[config.mk]
export PLATFORM = sky130hd
export DESIGN_NAME = memory16x32_ctrl
export DESIGN_NICKNAME = d
export VERILOG_FILES = /design/src/rtl/memory16x32_ctrl.sv
export SDC_FILE = /design/constraint.sdc
export NUM_CORES = 1
export LEC_CHECK = 0
export ABC_AREA = 1
export BUFFER_PORTS_ARGS = -buffer_cell sky130_fd_sc_hd__buf_2
export CORE_MARGIN = 2
export CORE_UTILIZATION = 44
export CTS_CLUSTER_SIZE = 16
export DETAILED_ROUTE_END_ITERATION = 8
export HOLD_SLACK_MARGIN = 0.05
export PLACE_DENSITY = 0.88
export RECOVER_POWER = 100
export SYNTH_ARGS = -nofsm -noshare
export SYNTH_HDL_FRONTEND = slang
export SYNTH_SLANG_ARGS = --single-unit
[constraint.sdc]
create_clock -name CLK -period 2.5 [get_ports CLK]
set_clock_uncertainty 0.2 [all_clocks]
set_input_delay 0.75 -clock CLK [delete_from_list [all_inputs] [get_ports CLK]]
set_output_delay 0.75 -clock CLK [all_outputs]
set_load 0.1 [all_outputs]
[src/rtl/memory16x32_ctrl.sv]
// memory16x32_ctrl: burst read/write sequencer for a single-port 16x32 memory with 1-cycle read latency
module memory16x32_ctrl #(
  parameter int DATA_WIDTH = 32,
  parameter int ADDR_WIDTH = 4,
  parameter int MEMO_DEPTH = 1 << ADDR_WIDTH
) (
  input  logic                  CLK,
  input  logic                  RST,
  input  logic                  Start,
  input  logic                  Op,
  input  logic [ADDR_WIDTH-1:0] Base_addr,
  input  logic [ADDR_WIDTH:0]   Length,
  input  logic [DATA_WIDTH-1:0] Wr_data,
  input  logic                  Wr_valid,
  output logic                  Wr_ready,
  output logic [DATA_WIDTH-1:0] Rd_data,
  output logic                  Rd_valid,
  output logic                  Busy,
  output logic                  Done,
  output logic                  Err,
  output logic [DATA_WIDTH-1:0] Mem_Data_in,
  output logic [ADDR_WIDTH-1:0] Mem_Address,
  output logic                  Mem_EN,
  input  logic [DATA_WIDTH-1:0] Mem_Data_out,
  input  logic                  Mem_Valid_out
);
  typedef enum logic [1:0] {IDLE, WR, RD, DRAIN} state_t;
  localparam logic [ADDR_WIDTH:0] MAX_LEN = (ADDR_WIDTH+1)'(MEMO_DEPTH);
  state_t state, state_nx;
  logic [ADDR_WIDTH-1:0] base;
  logic [ADDR_WIDTH:0] len, k;
  logic legal, hs, last, chk;
  assign legal = Length != '0 && Length <= MAX_LEN;
  assign hs = state == WR && Wr_valid;
  assign last = k == len - 1'b1;
  assign Busy = state != IDLE;
  assign Wr_ready = state == WR;
  assign Mem_EN = hs;
  assign Mem_Data_in = state == WR ? Wr_data : '0;
  assign Mem_Address = (state == WR || state == RD) ? base + k[ADDR_WIDTH-1:0] : '0;
  always_comb begin
    state_nx = state;
    unique case (state)
      IDLE:  state_nx = (Start && legal) ? (Op ? WR : RD) : IDLE;
      WR:    state_nx = (hs && last) ? IDLE : WR;
      RD:    state_nx = last ? DRAIN : RD;
      DRAIN: state_nx = IDLE;
    endcase
  end
  always_ff @(posedge CLK or negedge RST)
    if (!RST) state <= IDLE;
    else state <= state_nx;
  // chk marks the cycle in which the memory answers the address issued one cycle earlier
  always_ff @(posedge CLK or negedge RST)
    if (!RST) begin
      base <= '0;
      len <= '0;
      k <= '0;
      chk <= 1'b0;
      Rd_valid <= 1'b0;
      Rd_data <= '0;
      Done <= 1'b0;
      Err <= 1'b0;
    end else begin
      if (state == IDLE && Start && legal) begin
        base <= Base_addr;
        len <= Length;
      end
      k <= state == IDLE ? '0 : (hs || state == RD) ? k + 1'b1 : k;
      chk <= state == RD;
      Rd_valid <= chk && Mem_Valid_out;
      if (chk && Mem_Valid_out) Rd_data <= Mem_Data_out;
      Done <= (hs && last) || state == DRAIN;
      Err <= (state == IDLE && Start && !legal) || (chk && !Mem_Valid_out);
    end
endmodule

==> impl_results.md <==
- Status: finished with violations
- Failing checks: setup timing
- Final period utilization: 108.7%
- Final WS setup: -218.2 ps
- Vias/cell: about 4.7
- CTS root buf: clkbuf_8
- Via count: 2808
- # port buffers: roughly 150
- Library cells used by synthesis: 24
- Type of element capturing the critical path: output pin
- Clock tree from TritonCTS: yes
- Crit Path Max Fanout: 3
- Share of layout cells above drive strength 1: a little over two fifths
- Max Freq: roughly 370 MHz
- Final Non-Filler Cells: approximately 590
- Clock-pin slew on the worst setup and hold paths: 90 ps
- Clock Sinks: 52
- Wire per inst: between 10 and 15 um
- Drt pass-1 iters: 4
- PD cells: 934.1 nW/um^2
- Actual slew at the worst max-slew pin: roughly 1100 ps
- Initial antenna violation count: 0
- Largest net degree at the start of global routing: 34
- Util after Layout: 74.41%
- Crit path time final: 2718 ps
- Clock power frac: 12.0%
- Area of the mapped netlist: 2681 um^2
- First-pass GRT wire length: 11580 um
- Die area: ~6700 um^2
- Hold-fix buffer count after cts: 0
- Sequential area share after synthesis: 48.53%
- Final setup vio count: 18
- Clk Latency, worst-skew pair: 300 ps
- Max clock buf depth: 2
- DRT antenna net count: 0
- Register share of total power: 28.3%
- Grt total ovfl: 0
- Cell Rows: 28
- Cell area after layout: 4405 um^2
- Gate power share: 59.7%
- Internal: 1.762 mW
- Crit start category: flip-flop
- 1st-iter DRT viols: 138
- DP Wirelength: ~5700 um
- Ports: 153
- Max_cap viols: 0
- Hold Vio Cnt, Final: 0
- Nets: between 600 and 700
- LEAKAGE: 2.231 nW
- CTS Buf Count: 5
- Total placed cells including tap cells: 581
- Area growth, synth to finish: 64.30%
- Fin Setup TNS: -2087 ps
- Synth warnings: 0
- Sw Share: 57.19%
- Tot GR Track Use: between 20% and 30%
- RSZ-0062 raised after global routing: true
- GPL Wtd Cong: ~0.89
- Worst Hold Class: reg -> reg
- CP required: 1550 ps
- Post-Route WL: 7308 um
- Critical path type: reg -> out
- Inserted Diodes: 0
- DR DRC count: 0
- Die Y: 82.07 um
- Synth Area per Inst: 7.448 um^2
- Syn nets: 449
- Placed cell area: 4314 um^2
- CP Data Arrival Time: 1770 ps
- Vias in the first global route: 2635
- VDD IR-drop max: 967.4 uV
- Core Box Area: 5921 um^2
- Synth Instances: between 300 and 400
- H-tree levels: 2
- Synth Register Bits: 52
- Initial Util: 45.29%
- Die span in x: 82.07 um
- Slew margin rel.: 26.02%
- Sw power: 2.354 mW
- Fin. max-slew vios: 0
## power by group through the flow
stage / Sequential (mW) / Combinational (mW) / Clock [mW]
2_1_floorplan: 2.37 / 0.721 / 0
3_3_place_gp: 1.17 / 2.42 / 0
3_5_place_dp: 1.17 / 2.46 / 0
4_1_cts: 1.16 / 2.48 / 0.509
5_1_grt: 1.19 / 2.57 / 0.543
6_report: 1.17 / 2.46 / 0.493
## sequential cells by signal, indices dropped and copies added, names as in the netlist
name	cells
Done	1
Err	1
Rd_data	32
Rd_valid	1
base	4
chk	1
k	5
len	5
state	2
## worst max-delay path, stage by stage, from the launching register on
cell and delay (ps):
dfrtp_2 440, ha_4 300, nand2_2 60, nor2_2 100, a211oi_2 60, buf_4 160
a21oi_4 150, buf_12 190
## stage by stage
stage               hold WS (ps)  setup slack [ps]  power [mW]
finish                     285.2            -218.2       4.115
CTS                        212.8            -215.1       4.150
floorplan                  254.4            -174.8       3.093
global placement           257.7             118.4       3.590
detailed placement         259.8             56.62       3.634
global route               311.2            -306.3       4.302
## final cells by class
cell class              instances  area [um^2]
clock inverters                 1        7.507
repair buffers                162         1421
fillers                       442         1515
clock buffers                   7        86.33
inverters                      65        364.1
multi-input cells             232         1130
well taps                      75        93.84
flip-flops and latches         52         1303
## synthesized netlist by cell type
cell      instances  area (um^2)
buf_2             1        5.000
nor3_1            1        5.000
clkbuf_1          9        33.78
nor2_1           12        45.04
o21ai_2           5        43.79
a21oi_2           1        8.760
nor2_4            1        11.26
inv_1            55        206.5
nand4_1           2        12.51
xor2_1            2        17.52
nand3_4           1        17.52
nand3_1           5        25.02
fa_1              1        20.02
buf_6             1        11.26
o21ai_1           9        45.04
xor2_2            1        16.27
inv_2            10        37.54
o22ai_1           1        6.260
nand4_2           1        12.51
dfrtp_1          52         1301
a21oi_1           6        30.03
nand2_1         173        649.4
ha_1              9        112.6
a211oi_1          1        7.510
## path summary, 6_finish.rpt
kind	start	end	slack (ps)	cells past startpoint
min in group asynchronous	RST	base[0]	430	1
hold reg to reg	Rd_data[2]	Rd_data[2]	290	2
setup / recovery	k[2]	Mem_Address[3]	-220	7
max in group asynchronous	RST	Rd_data[8]	350	2
hold / removal	Rd_data[2]	Rd_data[2]	290	2
setup reg to reg	state[1]	k[4]	120	13
## routing by layer
layer / GRT usage (%) / vias to the layer above / share of wire, %
met1: 26.90 / 1273 / 38
met2: 37.97 / 146 / 50
met4: 8.000 / 0 / 2.4
met3: 5.934 / 20 / 10
met5: 0 / - / 0
li1: - / 1369 / -
## cell families (layout without fill, tap and decap cells)
| group | Yosys count | count (layout) | share of synthesized area [%] |
|---|---|---|---|
| buffers and inverters | 76 | 235 | 10.97 |
| xor gates and xnor gates | 3 | 3 | 1.260 |
| AOI/OAI and AO/OA | 23 | 23 | 5.273 |
| and+or+nand+nor | 196 | 196 | 29.02 |
| adders and majority gates | 10 | 10 | 4.946 |
| DFF | 52 | 52 | 48.53 |
## timing repair
action / 4_1_cts / 5_1_grt
setup endpoints to repair: 37 / 23
gates resized for setup: 3 / 4
buffers inserted: 3 / 2
pin swaps: 5 / 0
## layout by cell type (no fill, tap or decap), drive strengths merged, types with 6 or more instances in the layout
cell type,netlist,routed
nor2,13,13
inv,65,32
a21oi,7,7
clkinvlp,0,33
dfrtp,52,52
buf,2,125
nand3,6,6
nand2,173,173
clkbuf,9,44
o21ai,14,14
ha,9,9
Power figures use the tool's default switching activity.
